`src/rtl/switch_pkg.sv`:
```
// Shared helpers for the N-port packet switch: port-index width and broadcast detection.
package switch_pkg;

   // Upper bound on the address width that is_bcast can inspect.
   localparam int MAX_ADDR_W = 64;

   // Width of a port index for n output ports.
   function automatic int port_w(input int n);
      return $clog2(n);
   endfunction

   // True when the low addrW bits of addr are all ones, i.e. the broadcast address.
   function automatic logic is_bcast(input logic [MAX_ADDR_W-1:0] addr, input int addrW);
      logic allOnes;
      allOnes = 1'b1;
      for (int i = 0; i < MAX_ADDR_W; i++) begin
         if ((i < addrW) && !addr[i]) allOnes = 1'b0;
      end
      return allOnes;
   endfunction

endpackage

```
`src/rtl/switch_fifo.sv`:
```
// First-word-fall-through FIFO used once per switch output port.
module switch_fifo #(
   parameter int WIDTH = 24,
   parameter int DEPTH = 4
) (
   input  logic             clk,
   input  logic             rst,
   input  logic             push,
   input  logic [WIDTH-1:0] din,
   output logic             full,
   input  logic             pop,
   output logic [WIDTH-1:0] dout,
   output logic             empty
);

   localparam int PTR_W = $clog2(DEPTH);
   localparam int CNT_W = PTR_W + 1;

   logic [WIDTH-1:0] mem_q [DEPTH];
   logic [PTR_W-1:0] wrPtr_q, rdPtr_q;
   logic [CNT_W-1:0] count_q, count_d;
   logic             doPush, doPop;

   // Guard the handshakes locally so an illegal push/pop can never corrupt state.
   assign doPush = push && !full;
   assign doPop  = pop && !empty;

   assign full  = (count_q == CNT_W'(DEPTH));
   assign empty = (count_q == '0);
   assign dout  = mem_q[rdPtr_q];

   // Occupancy changes by one on a lone push or pop; a simultaneous pair leaves it unchanged.
   always_comb begin
      count_d = count_q;
      case ({doPush, doPop})
         2'b10:   count_d = count_q + CNT_W'(1);
         2'b01:   count_d = count_q - CNT_W'(1);
         default: count_d = count_q;
      endcase
   end

   // Pointer, count and storage registers; storage is cleared so the head reads zero after reset.
   always_ff @(posedge clk) begin
      if (rst) begin
         wrPtr_q <= '0;
         rdPtr_q <= '0;
         count_q <= '0;
         for (int i = 0; i < DEPTH; i++) mem_q[i] <= '0;
      end else begin
         count_q <= count_d;
         if (doPush) begin
            mem_q[wrPtr_q] <= din;
            wrPtr_q        <= wrPtr_q + PTR_W'(1);
         end
         if (doPop) rdPtr_q <= rdPtr_q + PTR_W'(1);
      end
   end

endmodule

```
`src/rtl/switch_nport.sv`:
```
// Address-routed packet switch: one input stream fanned out to NUM_PORTS FIFO-buffered outputs.
module switch_nport
   import switch_pkg::*;
#(
   parameter int ADDR_W     = 8,
   parameter int DATA_W     = 16,
   parameter int NUM_PORTS  = 4,
   parameter int FIFO_DEPTH = 4,
   parameter bit BCAST_EN   = 1'b1
) (
   input  logic                      clk,
   input  logic                      rst,
   input  logic                      in_vld,
   output logic                      in_rdy,
   input  logic [ADDR_W-1:0]         in_addr,
   input  logic [DATA_W-1:0]         in_data,
   output logic [NUM_PORTS-1:0]      out_vld,
   input  logic [NUM_PORTS-1:0]      out_rdy,
   output logic [NUM_PORTS*ADDR_W-1:0] out_addr,
   output logic [NUM_PORTS*DATA_W-1:0] out_data,
   output logic [NUM_PORTS*16-1:0]   pkt_cnt
);

   localparam int PORT_W = port_w(NUM_PORTS);

   typedef struct packed {
      logic [ADDR_W-1:0] addr;
      logic [DATA_W-1:0] data;
   } pkt_t;

   logic [PORT_W-1:0]    dest;
   logic                 bcast;
   logic [NUM_PORTS-1:0] target;
   logic [NUM_PORTS-1:0] fullVec;
   logic [NUM_PORTS-1:0] emptyVec;
   logic [NUM_PORTS-1:0] pushVec;
   logic [NUM_PORTS-1:0] popVec;
   logic                 accept;
   pkt_t                 inPkt;
   pkt_t                 headPkt [NUM_PORTS];
   logic [15:0]          cnt_q [NUM_PORTS];

   assign dest  = in_addr[ADDR_W-1 -: PORT_W];
   assign bcast = BCAST_EN && is_bcast(MAX_ADDR_W'(in_addr), ADDR_W);
   assign inPkt = '{addr: in_addr, data: in_data};

   // Route decode and ready: broadcast needs every FIFO to have room, unicast only its own.
   always_comb begin
      target = '0;
      if (bcast) begin
         target = '1;
         in_rdy = ~|fullVec;
      end else begin
         target[dest] = 1'b1;
         in_rdy       = !fullVec[dest];
      end
   end

   assign accept  = in_vld && in_rdy;
   assign pushVec = accept ? target : '0;
   assign out_vld = ~emptyVec;
   assign popVec  = out_vld & out_rdy;

   for (genvar p = 0; p < NUM_PORTS; p++) begin : g_port
      switch_fifo #(
         .WIDTH ($bits(pkt_t)),
         .DEPTH (FIFO_DEPTH)
      ) u_fifo (
         .clk   (clk),
         .rst   (rst),
         .push  (pushVec[p]),
         .din   (inPkt),
         .full  (fullVec[p]),
         .pop   (popVec[p]),
         .dout  (headPkt[p]),
         .empty (emptyVec[p])
      );

      assign out_addr[p*ADDR_W +: ADDR_W] = headPkt[p].addr;
      assign out_data[p*DATA_W +: DATA_W] = headPkt[p].data;
      assign pkt_cnt[p*16 +: 16]          = cnt_q[p];

      // Per-port accepted-packet counter, wrapping at 0xFFFF.
      always_ff @(posedge clk) begin
         if (rst) begin
            cnt_q[p] <= '0;
         end else if (pushVec[p]) begin
            cnt_q[p] <= cnt_q[p] + 16'd1;
         end
      end
   end

endmodule

```
`config.mk`:
```
export PLATFORM = sky130hd
export DESIGN_NAME = switch_nport
export DESIGN_NICKNAME = d
export VERILOG_FILES = /design/src/rtl/switch_pkg.sv /design/src/rtl/switch_fifo.sv /design/src/rtl/switch_nport.sv
export SDC_FILE = /design/constraint.sdc
export NUM_CORES = 1
export LEC_CHECK = 0
export CORE_AREA = 2 2 146 256
export CTS_BUF_LIST = sky130_fd_sc_hd__clkbuf_4 sky130_fd_sc_hd__clkbuf_8
export DETAILED_ROUTE_END_ITERATION = 12
export DIE_AREA = 0 0 148 258
export DONT_BUFFER_PORTS = 1
export GPL_TIMING_DRIVEN = 0
export PLACE_DENSITY = 0.75
export SYNTH_ARGS = -nofsm -noshare
export SYNTH_HDL_FRONTEND = slang
export SYNTH_SLANG_ARGS = --single-unit
```
`constraint.sdc`:
```
create_clock -name clk -period 5.8 [get_ports clk]
set_clock_uncertainty 0.05 [all_clocks]
set_input_delay 0.29 -clock clk [delete_from_list [all_inputs] [get_ports clk]]
set_output_delay 0.29 -clock clk [all_outputs]
set_load 0.02 [all_outputs]
```
After elaboration in Yosys (flattened, before gate mapping)
Memory sizes are Yosys's and may differ from the RTL's. A register that Yosys moved wholly into a read port is not among the register bits.
Cells that the tools add are included.
{ "totals": {"mem_bits_rw": 448, "mem_count": 5, "reg_bits": 28, "input_bits": 31} }
{ "classes": {"add_sub_neg": 20, "n_reduce_logical": 33, "n_mux": 69, "n_lt_le_gt_ge": 2, "n_eq_ne": 12, "bitwise_logic": 6} }
{ "memory_table": {"columns": ["memory", "words", "width", "read_ports", "rd_ports_with_merged_regs", "write_ports", "line_no", "rtl"], "rows": [
  ["g_port[0].u_fifo.mem_q", 4, 24, 1, 1, 4, "switch_fifo.sv:19", "logic [WIDTH-1:0] mem_q [DEPTH];"],
  ["g_port[1].u_fifo.mem_q", 4, 24, 1, 1, 4, "switch_fifo.sv:19", null],
  ["g_port[2].u_fifo.mem_q", 4, 24, 1, 1, 4, "switch_fifo.sv:19", null],
  ["g_port[3].u_fifo.mem_q", 4, 24, 1, 1, 4, "switch_fifo.sv:19", null],
  ["cnt_q", 4, 16, 4, 0, 4, "switch_nport.sv:41", "logic [15:0] cnt_q [NUM_PORTS];"]
]} }
{ "ops": {"columns": ["operator", "n"], "rows": [
  ["2-to-1 mux 24 bit", 4],
  ["OR reduction 24 bit", 4],
  ["adder 16 x 1 -> 16 bit (second input constant)", 4],
  ["2-to-1 mux 16 bit", 4],
  ["2-to-1 mux 1 bit", 41],
  ["2-to-1 mux 2 bit", 12],
  ["case mux 3 bit (2 select lines)", 4],
  ["adder 2 x 1 -> 2 bit (second input constant)", 8],
  ["adder 3 x 1 -> 3 bit (second input constant)", 4],
  ["equality test 3 bit (second input constant)", 4],
  ["zero test 3 bit", 4],
  ["subtractor 3 x 1 -> 3 bit (second input constant)", 4],
  ["logical AND 1 bit", 10],
  ["zero test 1 bit", 10],
  ["equality test 2 x 1 -> 1 bit (second input constant)", 4],
  ["equality test 2 bit (second input constant)", 4],
  ["2-to-1 mux 4 bit", 2],
  ["nonzero test 2 bit", 4],
  ["AND 4 bit", 1],
  ["NOT 4 bit", 1],
  ["OR 1 bit", 4],
  ["OR reduction 4 bit", 1],
  ["less-than comparator 2 x 3 -> 1 bit (second input constant)", 1],
  ["binary-select mux 1 bit (select 2 bit)", 1],
  ["2 further kinds", 2]
]} }

Longest topological paths before layout
Gate-level depths: netlist of run 1.
{ "depth": {"ltp_word": 17, "mapped_depth": 12, "ltp_nobuf": 11} }

Hierarchy
Synthesis of run 1 repeated with hierarchy kept, for this count alone.
{ "hier_totals": {"cells_unflattened": 1472, "hier_area_um2": 22505.3} }
{ "by_module_without_submodules": {"columns": ["module", "cells_per_inst", "instances", "area_per_inst_um2"], "rows": [
  ["switch_fifo", 284, 4, 4720.8],
  ["switch_nport", 336, 1, 3622.2]
]} }

Worst setup path before layout of run 1
No wires, ideal clock.
{ "synth_path": {"kind": "reg-to-reg", "start": "register g_port[3].u_fifo.count_q[2]", "end": "memory g_port[3].u_fifo.mem_q[3][0], enable pin", "required_ps": 5340, "arrival_ps": 2434, "setup_slack_ps": 2905, "setup_time_ps": 410, "path_stages_with_launch": 6, "path_buffers": 1, "period_less_slack_ps": 2895, "cell_sequence": "dfxtp_1 -> nor3b_2 -> nor4_4 -> o2111ai_2 -> buf_6 -> o21bai_1"} }
{ "synth_lines": {"columns": ["element", "line_no", "rtl"], "rows": [
  ["start: declaration", "switch_fifo.sv:21", "logic [CNT_W-1:0] count_q, count_d;"],
  ["start signal: assignment", "switch_fifo.sv:50", "count_q <= count_d;"],
  ["end: declaration", "switch_fifo.sv:19", null]
]} }

Worst setup path in the final report of run 1
{ "layout_path": {"start": "register g_port[1].u_fifo.count_q[2]", "end": "register g_port[3].u_fifo.count_q[2]"} }
{ "layout_via": {"elab_chain_len": 10} }
{ "layout_rtl": {"columns": ["element", "line_no", "rtl"], "rows": [
  ["start: declaration", "switch_fifo.sv:21", null],
  ["start signal: assignment", "switch_fifo.sv:50", null],
  ["equality test 3 bit (*)", "switch_fifo.sv:28", "assign full = (count_q == CNT_W'(DEPTH));"],
  ["binary-select mux 1 bit (select 2 bit)", "switch_nport.sv:55", "in_rdy = !fullVec[dest];"],
  ["2-to-1 mux 1 bit (not written as such)", "switch_nport.sv:55", null],
  ["zero test 1 bit", "switch_nport.sv:55", null],
  ["2-to-1 mux 1 bit (*)", "switch_nport.sv:50", "if (bcast) begin"],
  ["logical AND 1 bit (*)", "switch_nport.sv:59", "assign accept = in_vld && in_rdy;"],
  ["2-to-1 mux 4 bit (*)", "switch_nport.sv:60", "assign pushVec = accept ? target : '0;"],
  ["logical AND 1 bit (*)", "switch_fifo.sv:25", "assign doPush = push && !full;"],
  ["equality test 2 x 1 -> 1 bit or equality test 2 bit (tied branches)", "switch_fifo.sv:35", "case ({doPush, doPop})"],
  ["case mux 3 bit (2 select lines) or nonzero test 2 bit (tied branches)", null, null]
]} }
Mark *: on every way between the ends. The rest lies on a longest branch, timed or not. The select of a mux whose other input is x is not followed.
A chain may end at the register's enable or synchronous reset.

==> results of run 1 <==
==> worst max-delay path, delay by kind of cell (launching register included) <==
kind / cells / cell delay (ns)
xor+xnor: 1 / 0.17
compound gates: 2 / 0.46
buf+inv: 3 / 0.71
simple gates: 3 / 1.19
fa+ha+maj: 2 / 0.68
flops: 1 / 0.36
==> per-stage QoR <==
stage,setup WS [ns],instances,power [mW],util [%]
floorplan,2.91,1505,5.35,-
global placement,1.85,1980,5.65,60.7
detailed placement,2.10,1982,5.69,60.9
CTS,2.11,2123,8.45,65.3
global route,1.90,2125,8.69,65.3
finish,2.08,2127,8.41,65.3
==> cells by family after synthesis <==
logic type | count (synthesis) | share of synthesized area (%)
simple gates | 664 | 15.7
buf+inv | 122 | 2.66
fa+ha+maj | 12 | 0.840
flops | 484 | 66.1
compound gates | 58 | 1.87
mux | 96 | 10.1
xor+xnor | 69 | 2.82
==> synthesized netlist by cell type, types with 3 or more instances <==
| cell | count | area [µm²] |
|---|---|---|
| a21o_1 | 4 | 30.0 |
| a21oi_1 | 18 | 90.1 |
| a41o_1 | 4 | 40.0 |
| and2_1 | 119 | 744 |
| and3_1 | 85 | 532 |
| and4_1 | 8 | 70.1 |
| buf_1 | 4 | 15.0 |
| buf_2 | 28 | 140 |
| buf_6 | 9 | 101 |
| clkbuf_1 | 52 | 195 |
| dfxtp_1 | 36 | 721 |
| edfxtp_1 | 448 | 13500 |
| fa_1 | 4 | 80.1 |
| ha_1 | 8 | 100 |
| inv_1 | 23 | 86.3 |
| mux4_2 | 96 | 2160 |
| nand2_1 | 53 | 199 |
| nand2b_1 | 35 | 219 |
| nand3_1 | 20 | 100 |
| nand4_1 | 10 | 62.6 |
| nor2_1 | 282 | 1060 |
| nor2b_1 | 6 | 37.5 |
| nor3_1 | 7 | 35.0 |
| nor3b_1 | 4 | 30.0 |
| o21ai_0 | 14 | 70.1 |
| o21bai_1 | 4 | 30.0 |
| or2_2 | 3 | 18.8 |
| or3_1 | 18 | 113 |
| xnor2_1 | 22 | 193 |
| xor2_1 | 47 | 412 |
==> area by class of cell <==
type / instances / area, µm² / area share [%]
clock inverters: 21 / 163 / 0.686
plain buffers: 97 / 477 / 2.01
diodes: 4 / 10.0 / 0.0422
well taps: 475 / 594 / 2.51
multi-input cells: 899 / 6730 / 28.4
inverters: 25 / 93.8 / 0.396
repair buffers: 20 / 219 / 0.924
flip-flops and latches: 484 / 14200 / 59.8
clock buffers: 102 / 1250 / 5.26
==> registers in the layout (all words and copies together) (netlist names), named ones only <==
register	count
g_port.u_fifo.mem_q	384
cnt_q	64
g_port.u_fifo.count_q	12
g_port.u_fifo.rdPtr_q	8
g_port.u_fifo.wrPtr_q	8
==> how the worst max path moves through the flow <==
stage	depth (start not counted)	slack, ns	to	from
floorplan	5	2.91	g_port[3].u_fifo.mem_q[3][0]	g_port[3].u_fifo.count_q[2]
global placement	5	1.85	g_port[3].u_fifo.mem_q[3][8]	g_port[3].u_fifo.count_q[2]
detailed placement	8	2.10	g_port[0].u_fifo.mem_q[0][7]	rst
CTS	5	2.11	g_port[1].u_fifo.mem_q[1][7]	g_port[1].u_fifo.count_q[2]
global route	11	1.90	g_port[3].u_fifo.count_q[2]	g_port[1].u_fifo.count_q[2]
finish	11	2.08	g_port[3].u_fifo.count_q[2]	g_port[1].u_fifo.count_q[2]
==> power by group <==
group          internal (mW)  leakage [nW]  switching, mW  total [mW]
combinational          0.521          2.81          0.943        1.46
sequential              4.03          4.97          0.145        4.17
clock                   1.47         0.749           1.30        2.77
==> metal layers <==
layer  GRT usage [%]  vias to the layer above  routed length, µm
met5               0                        -                  0
met4            14.7                        0               2900
met3            6.70                      137               4170
met2            47.8                      615              27100
met1            31.7                     6483              17900
li1                -                     5687                  -
==> cells in the final DEF (no fill, tap or decap), types with 10 or more instances in the layout <==
| cell type | n |
|---|---|
| clkbuf_4 | 25 |
| nor2_1 | 282 |
| dfxtp_1 | 36 |
| mux4_2 | 96 |
| edfxtp_1 | 448 |
| clkbuf_1 | 52 |
| xnor2_1 | 22 |
| nand4_1 | 10 |
| nand2_1 | 53 |
| xor2_1 | 47 |
| o21ai_0 | 14 |
| buf_6 | 10 |
| buf_2 | 28 |
| and2_1 | 119 |
| nand3_1 | 20 |
| clkbuf_8 | 77 |
| a21oi_1 | 18 |
| inv_1 | 23 |
| and3_1 | 85 |
| nand2b_1 | 34 |
| dlygate4sd3_1 | 18 |
| or3_1 | 18 |
==> summary.md, run 1 <==
| Metric | Value |
|---|---|
| Outcome | `finished, final reports clean` |
| CTS Sinks | `slightly below 500` |
| Pwr dens | `about 350 nW/µm²` |
| Fin area | `23700 µm²` |
| Clock Tree Buf Depth | `3` |
| CTS tree | `done` |
| P_leak | `approximately 8.5 nW` |
| Vias | `roughly 13000` |
| Core ar. | `roughly 36000 µm²` |
| Critical path fanouts, max | `10` |
| Layout Nets | `1639` |
| Initial Util | `between 50% and 60%` |
| Cts repair resizes | `0` |
| Delay of the slowest cell on the worst path | `0.73 ns` |
| Seq/Total Area, Yosys | `66.1%` |
| Share of layout cells above drive strength 1 | `around 17%` |
| Slew at the pin with the worst max-slew slack | `1.38 ns` |
| FF-to-FF Start | `g_port[1].u_fifo.count_q[2]` |
| GRT overflow | `0` |
| Vias in the first global route | `around 13000` |
| Final Hold Fails | `0` |
| Post-DP HPWL | `34700 µm` |
| Hold depth | `2` |
| #FFs+latches synth | `484` |
| R2R setup slack | `2.08 ns` |
| Synth Instances | `1505` |
| Post-synth EDFFs | `~450` |
| Final Setup Violations | `0` |
| Worst skew pair latency | `between 0.6 and 0.7 ns` |
| Reg clk slew, reported paths | `0.06 ns` |
| Worst slew margin | `under 10%` |
| DR pass1 iterations | `5` |
| Placement row count | `between 90 and 100` |
| Fin Hold WS | `approximately 0.013 ns` |
| Routed WL | `approximately 52000 µm` |
| Max Freq | `about 0.27 GHz` |
| Hold WC Path Type | `input pin to register` |
| Hold path start | `in_data[14]` |
| Fin crit period | `approximately 3.7 ns` |
| Detailed Route Iter0 Violations | `around 1100` |
| Initial antenna violation count | `2` |
| Synth unique cells | `between 50 and 60` |
| Die W | `about 150 µm` |
| Fillcell total | `2686` |
| # IOs | `around 200` |
| CTS Root Cell | `clkbuf_8` |
| Slowest CP cell | `nor3b_1` |
| Period utilization | `approximately 64%` |
| DR WL/cell | `about 24 µm` |
| CTS H-tree lvls | `3` |
| Synth Cell Area | `about 21000 µm²` |
| Total of max-cap violations | `0` |
| DR DRC count | `0` |
| R2R cell count | `11` |
| Post-synth top flop | `edfxtp_1` |
| # hold bufs at CTS | `18` |
| Setup TNS Final | `0 ns` |
| Worst path cell trace | `nor3b_1, nor4_4, o2111ai_2, buf_6, clkbuf_1, ha_1, inv_1, fa_1, xor2_1, or3_1, a21oi_1` |
| Syn Area/Cell | `roughly 14 µm²` |
| IO Port Bufs | `0` |
| CP Class | `register to register` |
| GRT Total Usage | `between 20% and 30%` |
| Setup crit end kind | `register` |
| CTS buffer count | `69` |
| CP startpoint kind | `register` |
| RSZ-0062 raised after global routing | `false` |
| Worst endpoint required time | `between 6 and 7 ns` |
| Die Area | `around 38000 µm²` |
| Asr flop ratio synth | `0%` |
| Arr. time, crit path | `between 4 and 5 ns` |
| Via/cell ratio | `between 6 and 7` |
| Largest net degree at the start of global routing | `25` |
| Setup Buffers After CTS | `0` |
| FF-to-FF End | `g_port[3].u_fifo.count_q[2]` |
| Slew Viols, Final | `0` |
| Area after DPL | `around 22000 µm²` |
| Net Count, Synth | `about 1500` |
| Die Y | `258 µm` |
| First-pass GRT wire length | `78400 µm` |
| GPL Wtd Cong | `around 0.82` |
| Yosys warns | `0` |
| Synth-to-layout area growth | `10.5%` |
| Worst vdd ir | `roughly 0.18 mV` |
| Antenna viol nets, final | `0` |
| Worst Hold Path EP | `g_port[3].u_fifo.mem_q[3][14]` |
Note: power is estimated with default switching activity, not from simulation.
==> inputs of run 2 (changes only) <==
--- a/config.mk
+++ b/config.mk
@@ -11,7 +11,7 @@
 export DIE_AREA = 0 0 148 258
 export DONT_BUFFER_PORTS = 1
 export GPL_TIMING_DRIVEN = 0
-export PLACE_DENSITY = 0.75
+export PLACE_DENSITY = 0.78
 export SYNTH_ARGS = -nofsm -noshare
 export SYNTH_HDL_FRONTEND = slang
 export SYNTH_SLANG_ARGS = --single-unit
==> constraint.sdc (replaced) <==
create_clock -name clk -period 3.3 [get_ports clk]
set_clock_uncertainty 0.05 [all_clocks]
set_input_delay 0.165 -clock clk [delete_from_list [all_inputs] [get_ports clk]]
set_output_delay 0.165 -clock clk [all_outputs]
set_load 0.02 [all_outputs]
==> run 2 against run 1 <==
  * Sequential power rose by 76%
  * Wire length fell by 1.6%
  * Design area fell by 0.23%
  * Register-to-register slack got worse by 1.9 ns
  * Combinational power rose by 77%
  * Via count fell by 0.48%
  * Count of clock-buffer cells in the layout fell by 16
  * Clock power rose by 59%
  * Maximum frequency rose by 20%
  * Critical path type unchanged
  * Critical endpoint is now g_port[0].u_fifo.mem_q[3][12]
  * Largest cell class unchanged
==> summary.md, run 2 (same netlist as run 1, synthesis figures left out) <==
| Metric | Value |
|---|---|
| Leading cell type in the layout, fill and taps excluded | `edfxtp_1` |
| DR WL/cell | `24.0 µm (-1.8%)` |
| Final Hold Fails | `0 (unchanged)` |
| CP startpoint kind | `register` |
| Detailed Route Iter0 Violations | `1065 (-6.3%)` |
| Core ar. | `36300 µm² (unchanged)` |
| Largest net degree at the start of global routing | `25 (unchanged)` |
| Fin area | `23700 µm² (-0.23%)` |
| Antenna viol nets, final | `0 (unchanged)` |
| GPL Wtd Cong | `0.830 (+1.1%)` |
| DR DRC count | `0 (unchanged)` |
| Die W | `148 µm (unchanged)` |
| GRT Total Usage | `27.0% (-0.66 points)` |
| CTS Root Cell | `clkbuf_8` |
| Max Freq | `0.322 GHz (+20%)` |
| DR pass1 iterations | `5 (unchanged)` |
| P_leak | `8.47 nW (-0.69%)` |
| Placed Instances | `1982 (unchanged)` |
| Fin crit period | `3.11 ns (-0.610 ns)` |
| Most frequent cells in the layout | `edfxtp_1 (448), nor2_1 (282), and2_1 (119)` |
| Final Setup Violations | `0 (unchanged)` |
| Initial Util | `59.1% (unchanged)` |
| CP Class | `register to register` |
| Setup Buffers After CTS | `0 (unchanged)` |
| Top reg by flops | `g_port.u_fifo.mem_q` |
| Total chip power | `14.3 mW (+70%)` |
| Outcome | `finished, final reports clean` |
| Slew Viols, Final | `0 (unchanged)` |
| GRT overflow | `0 (unchanged)` |
| IO Port Bufs | `0 (unchanged)` |
| CTS H-tree lvls | `3 (unchanged)` |
| Die Y | `258 µm (unchanged)` |
| Setup slack at placement | `-0.306 ns (-2.41 ns)` |
| Worst slew margin | `10.4% (+2.5 points)` |
| Hold WC Path Type | `input pin to register` |
| Area after DPL | `22100 µm² (about the same)` |
| Slew at the pin with the worst max-slew slack | `1.34 ns (-0.0370 ns)` |
| Vias in the first global route | `13300 (-1.4%)` |
| Routed WL | `51200 µm (-1.6%)` |
| Post-DP HPWL | `34600 µm (-0.41%)` |
| Total of max-cap violations | `0 (unchanged)` |
| Initial antenna violation count | `2 (unchanged)` |
| CTS buffer count | `67 (-2.9%)` |
| RSZ-0062 raised after global routing | `false` |
| Setup WS post-layout | `0.193 ns (-1.89 ns)` |
| Die Area | `38200 µm² (unchanged)` |
| Critical path fanouts, max | `24 (+14)` |
| Share of layout cells above drive strength 1 | `16.2% (-0.59 points)` |
| Setup TNS Final | `0 ns (unchanged)` |
| Reg clk slew, reported paths | `0.08 ns (+0.02 ns)` |
| Setup crit end kind | `register` |
| Vias | `12900 (-0.48%)` |
| Finished Layout Cells | `2130 (+0.14%)` |
| # IOs | `196 (unchanged)` |
| Worst vdd ir | `0.390 mV (+110%)` |
| Regs by FF count | `g_port.u_fifo.mem_q (384), cnt_q (64), g_port.u_fifo.count_q (12)` |
| Synth-to-layout area growth | `10.3%` |
| Period utilization | `94.1% (+30 points)` |
| Via/cell ratio | `6.04 (-0.62%)` |
| Max FFs per register | `384 (unchanged)` |
| Arr. time, crit path | `3.28 ns (-0.93 ns)` |
| Fillcell total | `2614 (-2.7%)` |
| First-pass GRT wire length | `76900 µm (-2.0%)` |
| CTS tree | `done` |
| Layout Nets | `1644 (+0.31%)` |
| Worst skew pair latency | `0.61 ns (-0.02 ns)` |
| Clock Tree Buf Depth | `3 (unchanged)` |
| Placement row count | `93 (unchanged)` |
| CTS Sinks | `484 (unchanged)` |
| Worst endpoint required time | `3.48 ns (-2.81 ns)` |
| Pwr dens | `605 nW/µm² (+71%)` |
-- run 2: cell count changes in the layout (fill, tap and decap cells not counted), sizes merged --
cell | before | now
buf | 45 | 46
bufinv | 2 | 0
clkbuf | 156 | 139
clkinv | 16 | 29
clkinvlp | 2 | 5
diode | 4 | 3
dlygate4sd3 | 18 | 25
inv | 26 | 25
-- run 2: path summary, 6_finish.rpt --
check | startpoint | endpoint | slack (ns) | cells past startpoint
min | in_addr[1] | g_port[2].u_fifo.wrPtr_q[1] | 0.08 | 4
min reg2reg | g_port[0].u_fifo.count_q[2] | g_port[0].u_fifo.count_q[2] | 0.46 | 2
max | g_port[3].u_fifo.count_q[2] | g_port[0].u_fifo.mem_q[3][12] | 0.19 | 5
max reg2reg | g_port[3].u_fifo.count_q[2] | g_port[0].u_fifo.mem_q[3][12] | 0.19 | 5
-- run 2: stage by stage --
step / hold slack [ns] / util (%)
2_1_floorplan: 0.313 / -
5_1_grt: 0.0813 / 65.1
3_3_place_gp: 0.314 / 60.7
3_5_place_dp: 0.319 / 60.8
4_1_cts: 0.0270 / 65.0
6_report: 0.0757 / 65.1
-- run 2: metal layers --
layer  vias to the layer above  part of all wire, %  GRT usage, %
li1                       5690                    -             -
met1                      6417                   34          30.9
met2                       611                   52          46.4
met3                       142                  8.2          5.88
met4                         0                  6.1          16.0
met5                         -                    0             0
-- run 2: area by class of cell --
| class | count | area (µm²) | share of cell area [%] |
|---|---|---|---|
| Tap cell | 475 | 594 | 2.51 |
| Inverter | 25 | 93.8 | 0.397 |
| Multi-Input combinational cell | 899 | 6760 | 28.6 |
| Antenna cell | 3 | 7.51 | 0.0317 |
| Sequential cell | 484 | 14200 | 59.9 |
| Clock buffer | 86 | 1090 | 4.61 |
| Buffer | 96 | 473 | 2.00 |
| Timing Repair Buffer | 28 | 300 | 1.27 |
| Clock inverter | 34 | 160 | 0.677 |
-- run 2: power by group --
group / switching [mW] / total (mW) / internal [mW] / leakage, nW
combinational: 1.66 / 2.59 / 0.927 / 2.85
sequential: 0.260 / 7.34 / 7.08 / 4.97
clock: 2.22 / 4.40 / 2.17 / 0.645
-- run 2: critical path, stage by stage (launching register included) --
cell	delay, ns
dfxtp_1	0.33
nor3b_2	0.18
nor4_4	0.54
a31oi_1	0.34
nor2_1	0.30
a21o_1	0.96
-- run 2: timing repair --
item | CTS | global route
setup endpoints to repair | 74 | 49
hold endpoints to repair | 284 | 0
gates resized for setup | 5 | 3
hold buffers | 25 | 0
